==> src/rtl/reset_sequencer_pkg.sv <==
// Shared types and constants for the reset sequencer: FSM states, exit-code width
// and the exit code reported on watchdog expiry.
package reset_sequencer_pkg;

    localparam int EXIT_W = 8;
    localparam logic [EXIT_W-1:0] EXIT_TIMEOUT = 8'hFF;

    typedef enum logic [2:0] {
        HOLD,
        RELEASE,
        RUN,
        DONE,
        TIMEOUT
    } seq_state_e;

    function automatic int max2(input int a, input int b);
        return (a > b) ? a : b;
    endfunction

endpackage

==> src/rtl/reset_sequencer_sat_counter.sv <==
// Up-counter with synchronous clear and enable that holds at all-ones instead of wrapping.
module sat_counter #(
    parameter int WIDTH = 8
) (
    input  logic             clk_i,
    input  logic             clr_i,
    input  logic             en_i,
    output logic [WIDTH-1:0] cnt_o
);

    logic [WIDTH-1:0] cnt_q;
    logic [WIDTH-1:0] cnt_d;

    always_comb begin
        cnt_d = cnt_q;
        if (clr_i) begin
            cnt_d = '0;
        end else if (en_i && (cnt_q != {WIDTH{1'b1}})) begin
            cnt_d = cnt_q + WIDTH'(1);
        end
    end

    always_ff @(posedge clk_i) begin
        cnt_q <= cnt_d;
    end

    assign cnt_o = cnt_q;

endmodule

==> src/rtl/reset_sequencer.sv <==
// Holds reset, releases channels in index order with a fixed stagger, then runs a
// kickable watchdog and latches a sticky pass/timeout status with an exit code.
//
// state   | meaning
// HOLD    | all channels in reset, hold timer counting down
// RELEASE | releasing channels 1..CHANNELS-1, one per stagger period
// RUN     | all released; watchdog armed, done_in/kick sampled
// DONE    | done_in seen, exit_code = done_code (terminal)
// TIMEOUT | watchdog expired, exit_code = 8'hFF (terminal)
module reset_sequencer
    import reset_sequencer_pkg::*;
#(
    parameter int CHANNELS    = 2,
    parameter int HOLD_CYCLES = 4,
    parameter int STAGGER     = 2,
    parameter int MAX_CYCLES  = 12000,
    parameter int CNT_W       = 32
) (
    input  logic                clk_i,
    input  logic                reset_i,
    input  logic                kick_i,
    input  logic                done_in_i,
    input  logic [EXIT_W-1:0]   done_code_i,
    output logic [CHANNELS-1:0] rst_out_o,
    output logic                all_released_o,
    output logic [CNT_W-1:0]    cycle_count_o,
    output logic                timeout_o,
    output logic                finished_o,
    output logic [EXIT_W-1:0]   exit_code_o
);

    localparam int TMR_W = $clog2(max2(HOLD_CYCLES, STAGGER) + 1);
    localparam int WD_W  = $clog2(MAX_CYCLES + 1);
    localparam int PTR_W = (CHANNELS > 1) ? $clog2(CHANNELS) : 1;

    localparam logic [TMR_W-1:0] HOLD_LD   = TMR_W'(HOLD_CYCLES - 1);
    localparam logic [TMR_W-1:0] STAG_LD   = (STAGGER > 0) ? TMR_W'(STAGGER - 1) : '0;
    localparam logic [WD_W-1:0]  WD_LAST   = WD_W'(MAX_CYCLES - 1);
    localparam logic [PTR_W-1:0] PTR_FIRST = PTR_W'(1);
    localparam logic [PTR_W-1:0] PTR_LAST  = PTR_W'(CHANNELS - 1);
    localparam bit               ALL_AT_ONCE = (CHANNELS == 1) || (STAGGER == 0);

    seq_state_e          state_q, state_d;
    logic [TMR_W-1:0]    tmr_q, tmr_d;
    logic [PTR_W-1:0]    ptr_q, ptr_d;
    logic [CHANNELS-1:0] rst_q, rst_d;
    logic                all_rel_q, all_rel_d;
    logic                timeout_q, timeout_d;
    logic                finished_q, finished_d;
    logic [EXIT_W-1:0]   exit_q, exit_d;

    logic [WD_W-1:0]     wd_cnt;
    logic                wd_clr;
    logic                wd_en;

    // Watchdog is held at zero outside RUN so it always enters RUN cleared.
    assign wd_clr = reset_i || kick_i || (state_q != RUN);
    assign wd_en  = (state_q == RUN);

    sat_counter #(.WIDTH(CNT_W)) u_cycle_cnt (
        .clk_i (clk_i),
        .clr_i (reset_i),
        .en_i  (1'b1),
        .cnt_o (cycle_count_o)
    );

    sat_counter #(.WIDTH(WD_W)) u_watchdog (
        .clk_i (clk_i),
        .clr_i (wd_clr),
        .en_i  (wd_en),
        .cnt_o (wd_cnt)
    );

    always_comb begin
        state_d    = state_q;
        tmr_d      = tmr_q;
        ptr_d      = ptr_q;
        rst_d      = rst_q;
        all_rel_d  = all_rel_q;
        timeout_d  = timeout_q;
        finished_d = finished_q;
        exit_d     = exit_q;

        case (state_q)
            HOLD: begin
                if (tmr_q == '0) begin
                    if (ALL_AT_ONCE) begin
                        rst_d     = '0;
                        all_rel_d = 1'b1;
                        state_d   = RUN;
                    end else begin
                        rst_d[0] = 1'b0;
                        tmr_d    = STAG_LD;
                        state_d  = RELEASE;
                    end
                end else begin
                    tmr_d = tmr_q - TMR_W'(1);
                end
            end
            RELEASE: begin
                if (tmr_q == '0) begin
                    rst_d[ptr_q] = 1'b0;
                    tmr_d        = STAG_LD;
                    ptr_d        = ptr_q + PTR_W'(1);
                    if (ptr_q == PTR_LAST) begin
                        all_rel_d = 1'b1;
                        state_d   = RUN;
                    end
                end else begin
                    tmr_d = tmr_q - TMR_W'(1);
                end
            end
            RUN: begin
                // done beats expiry, and a kick on the expiry edge cancels it.
                if (done_in_i) begin
                    exit_d     = done_code_i;
                    finished_d = 1'b1;
                    state_d    = DONE;
                end else if (!kick_i && (wd_cnt == WD_LAST)) begin
                    timeout_d  = 1'b1;
                    finished_d = 1'b1;
                    exit_d     = EXIT_TIMEOUT;
                    state_d    = TIMEOUT;
                end
            end
            default: begin
            end
        endcase
    end

    always_ff @(posedge clk_i) begin
        if (reset_i) begin
            state_q    <= HOLD;
            tmr_q      <= HOLD_LD;
            ptr_q      <= PTR_FIRST;
            rst_q      <= '1;
            all_rel_q  <= 1'b0;
            timeout_q  <= 1'b0;
            finished_q <= 1'b0;
            exit_q     <= '0;
        end else begin
            state_q    <= state_d;
            tmr_q      <= tmr_d;
            ptr_q      <= ptr_d;
            rst_q      <= rst_d;
            all_rel_q  <= all_rel_d;
            timeout_q  <= timeout_d;
            finished_q <= finished_d;
            exit_q     <= exit_d;
        end
    end

    assign rst_out_o      = rst_q;
    assign all_released_o = all_rel_q;
    assign timeout_o      = timeout_q;
    assign finished_o     = finished_q;
    assign exit_code_o    = exit_q;

endmodule

==> config.mk <==
export PLATFORM = sky130hd
export DESIGN_NAME = reset_sequencer
export DESIGN_NICKNAME = d
export VERILOG_FILES = /design/src/rtl/reset_sequencer_pkg.sv /design/src/rtl/reset_sequencer_sat_counter.sv /design/src/rtl/reset_sequencer.sv
export SDC_FILE = /design/constraint.sdc
export NUM_CORES = 1
export LEC_CHECK = 0
export CORE_MARGIN = 2
export CORE_UTILIZATION = 45
export CTS_CLUSTER_DIAMETER = 120
export DETAILED_ROUTE_END_ITERATION = 10
export HOLD_SLACK_MARGIN = 0.05
export PLACE_DENSITY = 0.71
export SETUP_SLACK_MARGIN = 0.2
export SYNTH_ARGS = -nofsm -noshare
export SYNTH_HDL_FRONTEND = slang
export SYNTH_SLANG_ARGS = --single-unit
==> constraint.sdc <==
create_clock -name clk_i -period 5.8 [get_ports clk_i]
set_clock_uncertainty 0.15 [all_clocks]
set_input_delay 1.16 -clock clk_i [delete_from_list [all_inputs] [get_ports clk_i]]
set_output_delay 1.16 -clock clk_i [all_outputs]
set_load 0.03 [all_outputs]
==> Word-level counts from Yosys, hierarchy flattened <==
Index checks and enable logic that the tools add are counted.
{ "classes": {"muxes": 16, "reduce_logical": 18, "mul": 0, "n_shift": 0, "magnitude_cmp": 2, "eq_ne": 10, "bitwise": 3, "add_sub_neg": 4, "div": 0} }
{ "ops": {"columns": ["cell", "count"], "rows": [
  ["32-bit by 1-bit adder with 32-bit output (second input constant)", 1],
  ["32-bit != test (second input constant)", 1],
  ["3-bit two-way mux", 6],
  ["8-bit two-way mux", 2],
  ["14-bit by 1-bit adder with 14-bit output (second input constant)", 1],
  ["14-bit equality test (second input constant)", 1],
  ["14-bit != test (second input constant)", 1],
  ["3-bit case mux with 3 select lines", 1],
  ["3-bit AND reduction", 3],
  ["3-bit logical NOT", 2],
  ["2-bit != test (second input constant)", 3],
  ["1-bit two-way mux", 5],
  ["5-bit AND reduction", 1],
  ["2-bit AND reduction", 2],
  ["2-bit nonzero test", 2],
  ["3-bit by 1-bit equality test with 1-bit output (second input constant)", 1],
  ["3-bit by 2-bit equality test with 1-bit output (second input constant)", 1],
  ["1-bit logical AND", 3],
  ["3-bit by 2-bit != test with 1-bit output (second input constant)", 1],
  ["3-bit != test (second input constant)", 1],
  ["3-bit nonzero test", 1],
  ["3-bit by 1-bit subtractor with 3-bit output (second input constant)", 1],
  ["2-bit AND", 1],
  ["1-bit logical OR", 2],
  ["9 further kinds", 9]
]} }
{ "totals": {"mem_count": 0, "mem_bits_ro": 0, "ramBits": 0, "latch_bits": 0, "out_inout_bits": 45, "ff_bits": 66} }

==> Longest topological paths before layout <==
Gate-level depths: netlist (run 1).
{ "logic_depth": {"word_depth": 8, "mapped_depth": 7, "mapped_depth_nobuf": 6} }

==> By module <==
From an unflattened synthesis (run 1), not the netlist that was laid out.
{ "hier_totals": {"hier_cells": 380, "area_unflattened_um2": 3283.1} }
{ "by_module_without_submodules": {"columns": ["mod", "cells_each", "n_inst", "seq_area_each_um2", "area_each_um2"], "rows": [
  ["sat_counter (u_cycle_cnt)", 199, 1, 640.6, 1674.1],
  ["reset_sequencer", 98, 1, 400.4, 874.6],
  ["sat_counter (u_watchdog)", 83, 1, 280.3, 734.5]
]} }

==> Worst setup path before layout (run 1) <==
Ideal clock, no wire load.
{ "synth_path": {"kind": "input port to flip-flop", "startpoint": "input port kick_i", "endpoint": "register exit_q[0] (netlist: exit_code_o[0])", "cell_stages": 6, "slack_ns": 3.376, "t_arrival_ns": 2.215, "required_time_ns": 5.592, "cell_sequence": "nor2_1 > nand3_1 > nor4_1 > o21a_1 > clkbuf_1 > o221a_2"} }
{ "synth_between": {"elab_chain_cells": 4} }
{ "synth_rtl": {"columns": ["element", "line_no", "source"], "rows": [
  ["from (decl)", "reset_sequencer.sv:21", "input logic kick_i,"],
  ["1-bit logical NOT", "reset_sequencer.sv:119", "end else if (!kick_i && (wd_cnt == WD_LAST)) begin"],
  ["1-bit logical AND", "reset_sequencer.sv:119", null],
  ["2-bit nonzero test (no source line)", null, null],
  ["2-bit AND reduction (no source line)", null, null],
  ["to (signal assigned)", "reset_sequencer.sv:149", "exit_q <= exit_d;"],
  ["to (decl)", "reset_sequencer.sv:50", "logic [EXIT_W-1:0] exit_q, exit_d;"]
]} }
No other way between the ends.
A chain may end at the register's enable or synchronous reset.

==> results of run 1 <==
power breakdown:
part / switching [mW] / internal (mW) / leakage [nW]
combinational: 0.0317 / 0.0255 / 0.655
sequential: 0.00743 / 0.461 / 0.533
clock: 0.183 / 0.254 / 0.109
total: 0.223 / 0.741 / 1.30
metal layers:
metal	global-route usage, %	up-vias
met5	0	-
met4	5.54	0
met3	4.95	8
met2	32.1	52
met1	22.9	1305
li1	-	1363
cells by family (layout without fill, tap and decap cells):
family | Yosys count | count (layout) | synth area share (%)
adders and majority gates | 2 | 2 | 0.820
muxes | 4 | 4 | 1.35
xor gates and xnor gates | 26 | 26 | 7.47
AOI/OAI and AO/OA | 62 | 62 | 15.5
and+or+nand+nor | 162 | 162 | 29.0
buffers and inverters | 20 | 80 | 2.58
DFF | 66 | 66 | 43.3
cell usage after synthesis (all sizes together) (3+ instances only):
cell type	n
xor2	9
xnor2	17
nor4	7
nand3	19
o21ai	12
mux2i	3
nand4	14
a31oi	4
clkbuf	13
a21oi	17
nand2	20
a211oi	5
and3	13
o221a	8
nor3b	5
dfxtp	66
inv	5
nor3	11
nor2	49
or3	9
per-stage QoR:
step / setup WS, ns / total power, mW / hold WS [ns]
floorplan: 3.38 / 0.512 / 0.301
global placement: 2.54 / 0.535 / 0.288
detailed placement: 2.51 / 0.536 / 0.294
CTS: 2.87 / 0.974 / 0.305
global route: 2.72 / 0.998 / 0.324
finish: 2.87 / 0.963 / 0.305
final timing paths:
path	end	slack (ns)	cells after the start
worst max register to register	u_cycle_cnt.cnt_o[13]	3.40	6
worst min-delay path	timeout_o	0.30	2
worst min register to register	timeout_o	0.30	2
worst max-delay path	u_cycle_cnt.cnt_o[30]	2.87	6
flip-flops by register name, summed over array words and instances, names as in the netlist:
register	cells
all_released_o	1
exit_code_o	8
finished_o	1
ptr_q	1
rst_out_o	2
state_q	3
timeout_o	1
tmr_q	3
u_cycle_cnt.cnt_o	32
u_watchdog.cnt_o	14
final cells by class:
cell class	count	area, µm²	area share (%)
Timing Repair Buffer	58	576	14.8
Inverter	6	22.5	0.578
Sequential cell	66	1320	33.9
Clock buffer	10	138	3.53
Tap cell	80	100	2.57
Multi-Input combinational cell	256	1650	42.4
Clock inverter	6	88.8	2.28
worst max-delay path, stage by stage:
cell	delay, ns
clkdlybuf4s50_1	0.46
buf_4	0.36
clkinv_1	0.55
nand2_1	0.20
a21oi_1	0.05
a31o_2	0.23
==> results, run 1 <==
- The run finished with clean final reports.
- The final design area excluding fillers is 3900 µm².
- Leaving out fill and tap cells, the most frequent cells in the layout are dfxtp_1 (66), clkdlybuf4s50_1 (56), nor2_1 (49), nand2_1 (20), nand3_1 (18).
- Entering global routing, the biggest net connects 39 pins.
- No sink is reached through more buffers than the 2 on the longest clock path.
- STA classifies the critical path endpoint as a flip-flop.
- The top-level I/O count is 57.
- After floorplanning, the core was sized to cover 6680 µm².
- STA classifies the critical path startpoint as an input pin.
- The critical path is of the input pin to flip-flop type.
- The distinct cell type count after synthesis is 49.
- In this run the most critical hold path is launched from timeout_o.
- In this run the vertical extent of the chip is 86.3 µm.
- In this run the top signal layer used is met4.
- The count of final max-slew check failures came to 0.
- The cell area after synthesis is 3050 µm².
- The first global-routing pass estimated 11300 µm of wire.
- The count of antenna-violating nets left after detailed routing is 0.
- In the post-synthesis netlist, the biggest area contributors are dfxtp_1 (43%), nor2_1 (6.0%), xnor2_1 (4.9%).
- The total number of nets in the final design is 411.
- The leakage power total is 1.30 nW.
- The library cell used most frequently in the layout, excluding fill and tap cells, is dfxtp_1.
- The remaining design rule violation count is 0.
- Of the cells placed in the final design, the portion with a size suffix greater than 1 is 10.2%.
- In this run the core area contains 30 standard-cell rows.
- The initial antenna violation count came to 0.
- The number of global-route vias before repair is 2536.
- The final non-filler cell total is 482.
- The min-delay analysis places its worst path in the category flip-flop to flip-flop.
- The count of buffers added on input and output ports is 56.
- The latest clock arrival within the worst-skew pair is 0.34 ns.
- The number of max-capacitance violations reported is 0.
- Wire segments on met2 add up to 3410 µm in the final route.
- The synthesized instance count is 342.
- The first-pass detailed-route iteration total is 4.
- The top cell type by total area after synthesis is dfxtp_1.
- Setup repair after global routing left no endpoint under its margin.
- The sum of negative setup slack is 0 ns.
- Once placement finished, the instance area stood at 3670 µm².
- The number of nets handed over by synthesis was 356.
- The die width is 86.3 µm.
- The final route contains 2728 vias.
- The number of DRC violations after detailed-routing iteration 0 is 108.
- The final-layout fill cell count is 615.
- The slew of the pin with the lowest slew margin is 0.933 ns.
- The weighted congestion reported at the end of routability-driven placement is 0.839.
- Yosys printed 0 warnings.
- The die area is 7450 µm².
- The repair_antennas step left the layout with diodes totalling 0.
- The relative area change from synthesis to final layout is 27.7%.
- Cells fill 58.3% of the core in the end.
- The met1 routed wirelength after detailed routing is 3190 µm.
- After detailed routing, the total wire length is 6910 µm.
- In the finished design, the share of the clock period the worst path needs comes to 50.6%.
- The portion of the post-synthesis area used by sequential elements is 43.3%.
- The number of buffers added to fix hold violations after cts is 0.
- Setup violations remaining at the end of the flow were counted as 0.
- After clock tree synthesis, the clock-pin slew on the worst setup and hold paths is 0.07 ns.
- The clock tree from TritonCTS is built.
- The worst pin sits at a relative slew slack of 37.3%.
- After synthesis, the mean cell area works out to 8.92 µm².
- The number of synthesized register bits is 66.
- IR analysis of the VDD net gives a maximum drop of 120 µV.
- For this design the ratio of total power to cell area is 247 nW/µm².
- The HPWL after detailed placement is 4800 µm.
- The maximum level of the CTS H-tree is 3.
- The top cell type by area accounts for 43.3% of the synthesized area.
- Detailed routing placed a total of 245 µm of wire on met3.
- The number of flops mapped to enable cells by yosys is 0.
- Timing would allow up to 341 MHz.
- Counting the buffers created by CTS gives 9.
- The ratio of routed vias to standard cells is 5.66.
- The average wire per cell in the routed design is 14.3 µm.
- The sink count of the clock tree is 66.
- The total congestion overflow is 0.
- The worst setup path startpoint is reset_i.
- The endpoint arrival time on the critical path is 3.02 ns.
- The final number of hold-violating endpoints is 0.
- The number of cells upsized or downsized after cts is 0.
- The share of flip-flops with an asynchronous set or reset after synthesis is 0%.
- After detailed placement, the design holds a cell count of 466.
- Once the floorplan was initialized, standard cells occupied 45.7% of the core.
- The startpoint identified for the worst register-to-register timing path is u_cycle_cnt.cnt_o[0].
- The most used flip-flop cell after synthesis is dfxtp_1.
- The time the final worst path needs with I/O delays and setup is 2.93 ns.
- The post-CTS repair timing setup buffer count is 0.
- The overall track demand over capacity in global routing is 18.7%.
- The master cell of the clock root buffer is clkbuf_8.
- The data required time of the critical path is 5.89 ns.
- Along the worst path, the maximum fanout reaches 38.
Note: power is estimated with default switching activity, not from simulation.
==> run 2: changes to the inputs <==
--- a/config.mk
+++ b/config.mk
@@ -10,7 +10,7 @@
 export CTS_CLUSTER_DIAMETER = 120
 export DETAILED_ROUTE_END_ITERATION = 10
 export HOLD_SLACK_MARGIN = 0.05
-export PLACE_DENSITY = 0.71
+export PLACE_DENSITY = 0.74
 export SETUP_SLACK_MARGIN = 0.2
 export SYNTH_ARGS = -nofsm -noshare
 export SYNTH_HDL_FRONTEND = slang
==> constraint.sdc (replaced) <==
create_clock -name clk_i -period 2.45 [get_ports clk_i]
set_clock_uncertainty 0.15 [all_clocks]
set_input_delay 0.49 -clock clk_i [delete_from_list [all_inputs] [get_ports clk_i]]
set_output_delay 0.49 -clock clk_i [all_outputs]
set_load 0.03 [all_outputs]
==> results, run 2 (same netlist as run 1, synthesis figures left out) <==
- The run finished with clean final reports.
- Timing would allow up to 456 MHz.
- The number of DRC violations after detailed-routing iteration 0 is 83.
- The starting density of the core is 45.7%.
- The post-route netlist has 13.3% of its cells at a drive strength greater than 1.
- Summing all multi-input logic gate instances after layout gives 1670 µm².
- The path with the worst hold slack has its endpoint at rst_out_o[0].
- In this run the power density over the cells is 518 nW/µm².
- The maximum fanout along the worst path is 5.
- The worst-case IR drop observed on VDD is 406 µV.
- In this run, CTS created clock tree buffers numbering 9.
- The HPWL after detailed placement is 4780 µm.
- The die extent in y is 86.3 µm.
- CTS saw 66 sinks.
- The worst-path cell with the longest stage delay is clkdlybuf4s50_1.
- The remaining design rule violation count is 0.
- The startpoint identified for the worst register-to-register timing path is u_cycle_cnt.cnt_o[0].
- The top-level I/O count is 57.
- The number of cells traversed by the worst hold path is 2.
- The most frequent standard cell in the layout excluding fill and tap cells is dfxtp_1.
- The ratio of routed vias to standard cells is 5.57.
- The number of global-route vias before repair was 2489.
- The standard cell core area is 6680 µm².
- The total congestion overflow is 0.
- The type of element capturing the critical path is an output port.
- CTS built an H-tree with a depth of 3.
- The time the final worst path needs with I/O delays and setup is 2.19 ns.
- After layout, the worst path uses 89.4% of the clock period.
- The count of antenna-violating nets left after detailed routing is 0.
- The slew of the pin with the lowest slew margin is 0.618 ns.
- The buffer levels on the longest clock path is 2.
- Clock latency on the worst-skew pair, taken at its later pin, is 0.33 ns.
- The sort of element at the start of the critical path is a flip-flop.
- The floorplan step defined a die boundary enclosing 7450 µm².
- For this run, the post-layout net count is 422.
- The clock tree from TritonCTS is built.
- The first-pass GRT wire length is 11500 µm.
- The delay of the slowest cell on the worst path is 0.67 ns.
- The endpoint arrival time on the critical path is 1.55 ns.
- The site row count is 30.
- The completed layout was analyzed and its total power is 2.05 mW.
- STA puts the critical path data required time at 1.81 ns.
- In the global route stage, overall resource usage came out at 19.0%.
- The internal reg-to-reg setup slack is 0.32 ns.
- Summed over all failing endpoints, the final setup total negative slack is 0 ns.
- The register with the most flip-flops in the layout has 32 of them.
- The number of vias in the routed layout is 2745.
- At the placement stage, the worst setup path has a slack of 0.129 ns.
- The layout has 600 filler cells.
- Summed over all cells, the static leakage comes to 1.34 nW.
- The utilization after layout is 59.2%.
- The final number of hold-violating endpoints is 0.
- The final-report setup violation count is 0.
- The first detailed-routing pass ran for 4 iterations.
- The cell sitting at the root of the clock tree is a clkbuf_8.
- The sequential cells in the finished layout cover a total of 1320 µm².
- Setup repair after global routing left no endpoint under its margin.
- In this run the critical register-to-register path is captured at u_cycle_cnt.cnt_o[29].
- After detailed routing, the average wire length per cell comes to 14.1 µm.
- The worst reg-to-reg path cell count is 6.
- The initial antenna violation count is 0.
- Max-cap violations in this run came to 0.
- The largest net degree at the start of global routing is 37.
- The number of antenna diodes in the final layout is 0.
- Traced cell by cell, the critical path runs through buf_4 -> clkdlybuf4s50_1.
- The headroom to the max-slew limit is 58.5%.
- Hold repair after CTS inserted 0 buffers.
- The congestion estimate from routability-driven global placement came to 0.791.
- The post-CTS clock slew at the launch and capture registers of the worst setup and hold paths is 0.07 ns.
- The count of final max-slew check failures is 0.
- From synthesis to final layout, the design area changed by 29.6%.
- The number of port buffers is 56.
- The classification of the worst-slack hold path is flip-flop to flip-flop.
- The die width is 86.3 µm.
- The final setup slack of the worst path is 0.259 ns.
- Summed over all layers, the routed wires come to 6940 µm.
- The top cell types in the final layout, fill and taps aside, are dfxtp_1 (66), clkdlybuf4s50_1 (56), nor2_1 (49), nand2_1 (19), nand3_1 (18).
- By startpoint and endpoint, the worst setup path is classified as flip-flop to output port.
- The startpoint identified for the worst hold timing path is rst_out_o[0].
run 2: cell types whose count changed in the layout (fill, tap and decap cells not counted), sizes merged:
cell	change
clkbuf	+1
clkinv	+2
buf	+11
bufinv	-2
inv	-1
run 2: stage by stage:
step | instance area (µm²) | hold WS, ns | instances
floorplan | 3060 | 0.301 | 342
finish | 3950 | 0.299 | 493
detailed placement | 3770 | 0.288 | 477
CTS | 3940 | 0.297 | 493
global route | 3950 | 0.332 | 493
global placement | 3770 | 0.282 | 477
run 2: critical path: cells and delay by family, from the launching register on:
family / cells / cell delay, ns
buf+inv: 2 / 0.84
flops: 1 / 0.38
run 2: power by group:
group          leakage [nW]  switching (mW)  internal, mW  total [mW]
registers             0.533          0.0173          1.09        1.11
logic                 0.720          0.0762        0.0660       0.142
clock network        0.0851           0.407         0.389       0.797
total                  1.34           0.501          1.55        2.05
run 2: timing repair:
item                                    4_1_cts  5_1_grt
resized for setup                             0        3
endpoints found under the setup margin        0        7
setup buffers                                 0        0
run 2: metal layers:
layer | GRT usage, % | part of all wire (%) | vias up
met1 | 24.4 | 47 | 1296
met5 | 0 | 0 | -
met2 | 31.1 | 48 | 62
met3 | 5.33 | 4.5 | 2
met4 | 5.97 | 0.42 | 0
li1 | - | - | 1385
run 2: final cells by class:
class	instances	area share, %
Multi-Input combinational cell	256	42.2
Sequential cell	66	33.4
Timing Repair Buffer	69	17.0
Clock buffer	11	3.58
Inverter	6	0.570
Tap cell	80	2.53
Clock inverter	5	0.760
run 2: worst max-delay path by stage:
| stage | startpoint | to | slack [ns] | cells past startpoint |
|---|---|---|---|---|
| after global placement | kick_i | exit_code_o[4] | 0.19 | 6 |
| after detailed placement | kick_i | exit_code_o[0] | 0.13 | 6 |
| after global routing | u_cycle_cnt.cnt_o[8] | cycle_count_o[8] | 0.21 | 2 |
| after CTS | u_cycle_cnt.cnt_o[30] | u_cycle_cnt.cnt_o[25] | 0.22 | 5 |
| after floorplan | u_cycle_cnt.cnt_o[24] | u_cycle_cnt.cnt_o[13] | 0.21 | 6 |
| final | u_cycle_cnt.cnt_o[8] | cycle_count_o[8] | 0.26 | 2 |
==> run 3: changes to the inputs <==
--- a/config.mk
+++ b/config.mk
@@ -6,11 +6,11 @@
 export NUM_CORES = 1
 export LEC_CHECK = 0
 export CORE_MARGIN = 2
-export CORE_UTILIZATION = 45
+export CORE_UTILIZATION = 35
 export CTS_CLUSTER_DIAMETER = 120
 export DETAILED_ROUTE_END_ITERATION = 10
 export HOLD_SLACK_MARGIN = 0.05
-export PLACE_DENSITY = 0.74
+export PLACE_DENSITY = 0.6
 export SETUP_SLACK_MARGIN = 0.2
 export SYNTH_ARGS = -nofsm -noshare
 export SYNTH_HDL_FRONTEND = slang
==> results, run 3 (same netlist as run 1, synthesis figures left out) <==
- The time the final worst path needs with I/O delays and setup is 2.19 ns.
- The largest net degree at the start of global routing is 36.
- The number of max-capacitance violations reported is 0.
- The site row count is 34.
- The critical path class is flip-flop to output port.
- The die area is 9480 µm².
- The H-tree was split into 3 levels.
- The achievable frequency is 458 MHz.
- The count of nets left with antenna violations once routing finished came out at 0.
- Measured along the y axis, the die boundary spans 97.4 µm.
- For the worst-skew pair, the clock arrives at the later sink with an insertion delay of 0.34 ns.
- The post-CTS clock slew at the launch and capture registers of the worst setup and hold paths is 0.07 ns.
- The type of element capturing the critical path is an output port.
- The clock tree from TritonCTS is built.
- The weighted congestion reported at the end of routability-driven placement is 0.825.
- The leakage power total is 1.37 nW.
- Detailed placement finished with a half-perimeter wire length of 5180 µm.
- The final number of hold-violating endpoints is 0.
- The number of DRC violations after detailed-routing iteration 0 is 130.
- Once the floorplan was initialized, standard cells occupied 35.5% of the core.
- The count of final max-slew check failures is 0.
- The die width is 97.4 µm.
- The final-report setup violation count is 0.
- Setup repair after global routing could not meet its margin everywhere.
- The flow ran to the end, and the final reports show no timing, DRC or antenna violations.
- The floorplan step defined a core boundary enclosing 8590 µm².
- For the worst setup path, the data required time is 1.81 ns.
- The number of global-route vias before repair came to 2562.
- Dividing the detail-routed via count by the number of cells gives 5.22.
- The number of vias in the routed layout is 2735.
- The sink count of the clock tree is 66.
- The proportion of layout cells with a drive suffix above 1 is 14.7%.
- The largest voltage drop on the vdd net is 323 µV.
- The library cell used most frequently in the layout, excluding fill and tap cells, is dfxtp_1.
- During I/O placement, the number of pins put on the boundary was 57.
- The number of buffers created by CTS is 9.
- The first-pass GRT wire length is 12400 µm.
- The register with the most flip-flops in the layout has 32 of them.
- The total number of nets in the final design is 425.
- The power density over the cells is 533 nW/µm².
- For this run the aggregate overflow at the end of global routing stands at 0.
- Adding up every negative setup slack in the final design gives 0 ns.
- Input and output buffers added on the ports amount to 56.
- The worst hold margin is 0.294 ns.
- In the layout the commonest cells are dfxtp_1 (66), clkdlybuf4s50_1 (56), nor2_1 (49), nand2_1 (19), nand3_1 (18).
- The initial antenna violation count is 0.
- Counting along the longest clock path gives a buffer depth of 2.
- The worst path uses 89.2% of the clock period.
- Relative to the synthesized area, the layout overhead comes to 32.7%.
- The repair_antennas step left the layout with diodes totalling 0.
- CTS placed an instance of clkbuf_8 at the clock tree root.
- The average wire per cell in the routed design is 13.9 µm.
- The first-pass detailed-route iteration total is 4.
- The total wire length after detailed routing is 7310 µm.
- The headroom to the max-slew limit is 59.5%.
- The slew of the pin with the lowest slew margin is 0.603 ns.
- The overall track demand over capacity in global routing is 16.0%.
- The sort of element at the start of the critical path is a flip-flop.
- The post-CTS repair timing setup buffer count is 0.
- The endpoint arrival time on the critical path is 1.55 ns.
- The classification of the worst-slack hold path is flip-flop to flip-flop.
- In this run the worst path has a maximum fanout of 5.
- The remaining design rule violation count is 0.
==> run 3: cell count changes in the layout (fill, tap and decap cells not counted), sizes merged <==
cell and delta:
bufinv +1, clkinv +1, buf +3, clkinvlp -2
==> run 3: final timing paths <==
check	slack [ns]	cells past startpoint	endpoint	from
setup / recovery	0.26	2	cycle_count_o[8]	u_cycle_cnt.cnt_o[8]
hold reg to reg	0.29	2	timeout_o	timeout_o
setup reg to reg	0.30	6	u_cycle_cnt.cnt_o[29]	u_cycle_cnt.cnt_o[0]
hold / removal	0.29	2	timeout_o	timeout_o
==> run 3: critical path: stages, from the launching register on <==
cell	delay (ns)
dfxtp_1	0.37
buf_4	0.17
clkdlybuf4s50_1	0.67
==> run 3: power breakdown <==
part	internal [mW]	leakage, nW	switching, mW	total (mW)
clock network	0.495	0.103	0.413	0.908
logic	0.0652	0.734	0.0750	0.140
registers	1.09	0.533	0.0174	1.11
total	1.65	1.37	0.506	2.16
==> run 3: layer usage <==
metal	GRT usage [%]	vias to the layer above	routed length [µm]
met5	0	-	0
met3	5.11	7	374
met1	21.9	1271	3660
met4	5.13	0	64
li1	-	1392	-
met2	24.3	65	3210
==> run 3: layout make-up <==
| cell class | count | area, µm² |
|---|---|---|
| clock buffer | 11 | 141 |
| inverter | 6 | 22.5 |
| timing repair buffer | 72 | 693 |
| sequential | 66 | 1320 |
| tap | 108 | 135 |
| clock inverter | 5 | 53.8 |
| multi-input combinational | 256 | 1680 |
| fill | 837 | 4550 |
==> run 3: through the flow <==
stage	instances	setup WS, ns	total power [mW]	cell area (µm²)	utilization [%]
floorplan	342	0.210	1.21	3060	-
global placement	508	0.155	1.27	3830	44.6
detailed placement	508	0.184	1.27	3830	44.6
CTS	524	0.202	2.19	4030	46.9
global route	524	0.175	2.26	4050	47.1
finish	524	0.264	2.16	4050	47.1
==> run 3: timing repair <==
| action | CTS | global route |
|---|---|---|
| resized for setup | 0 | 5 |
| hold buffers | 0 | 0 |
| endpoints found under the setup margin | 0 | 10 |
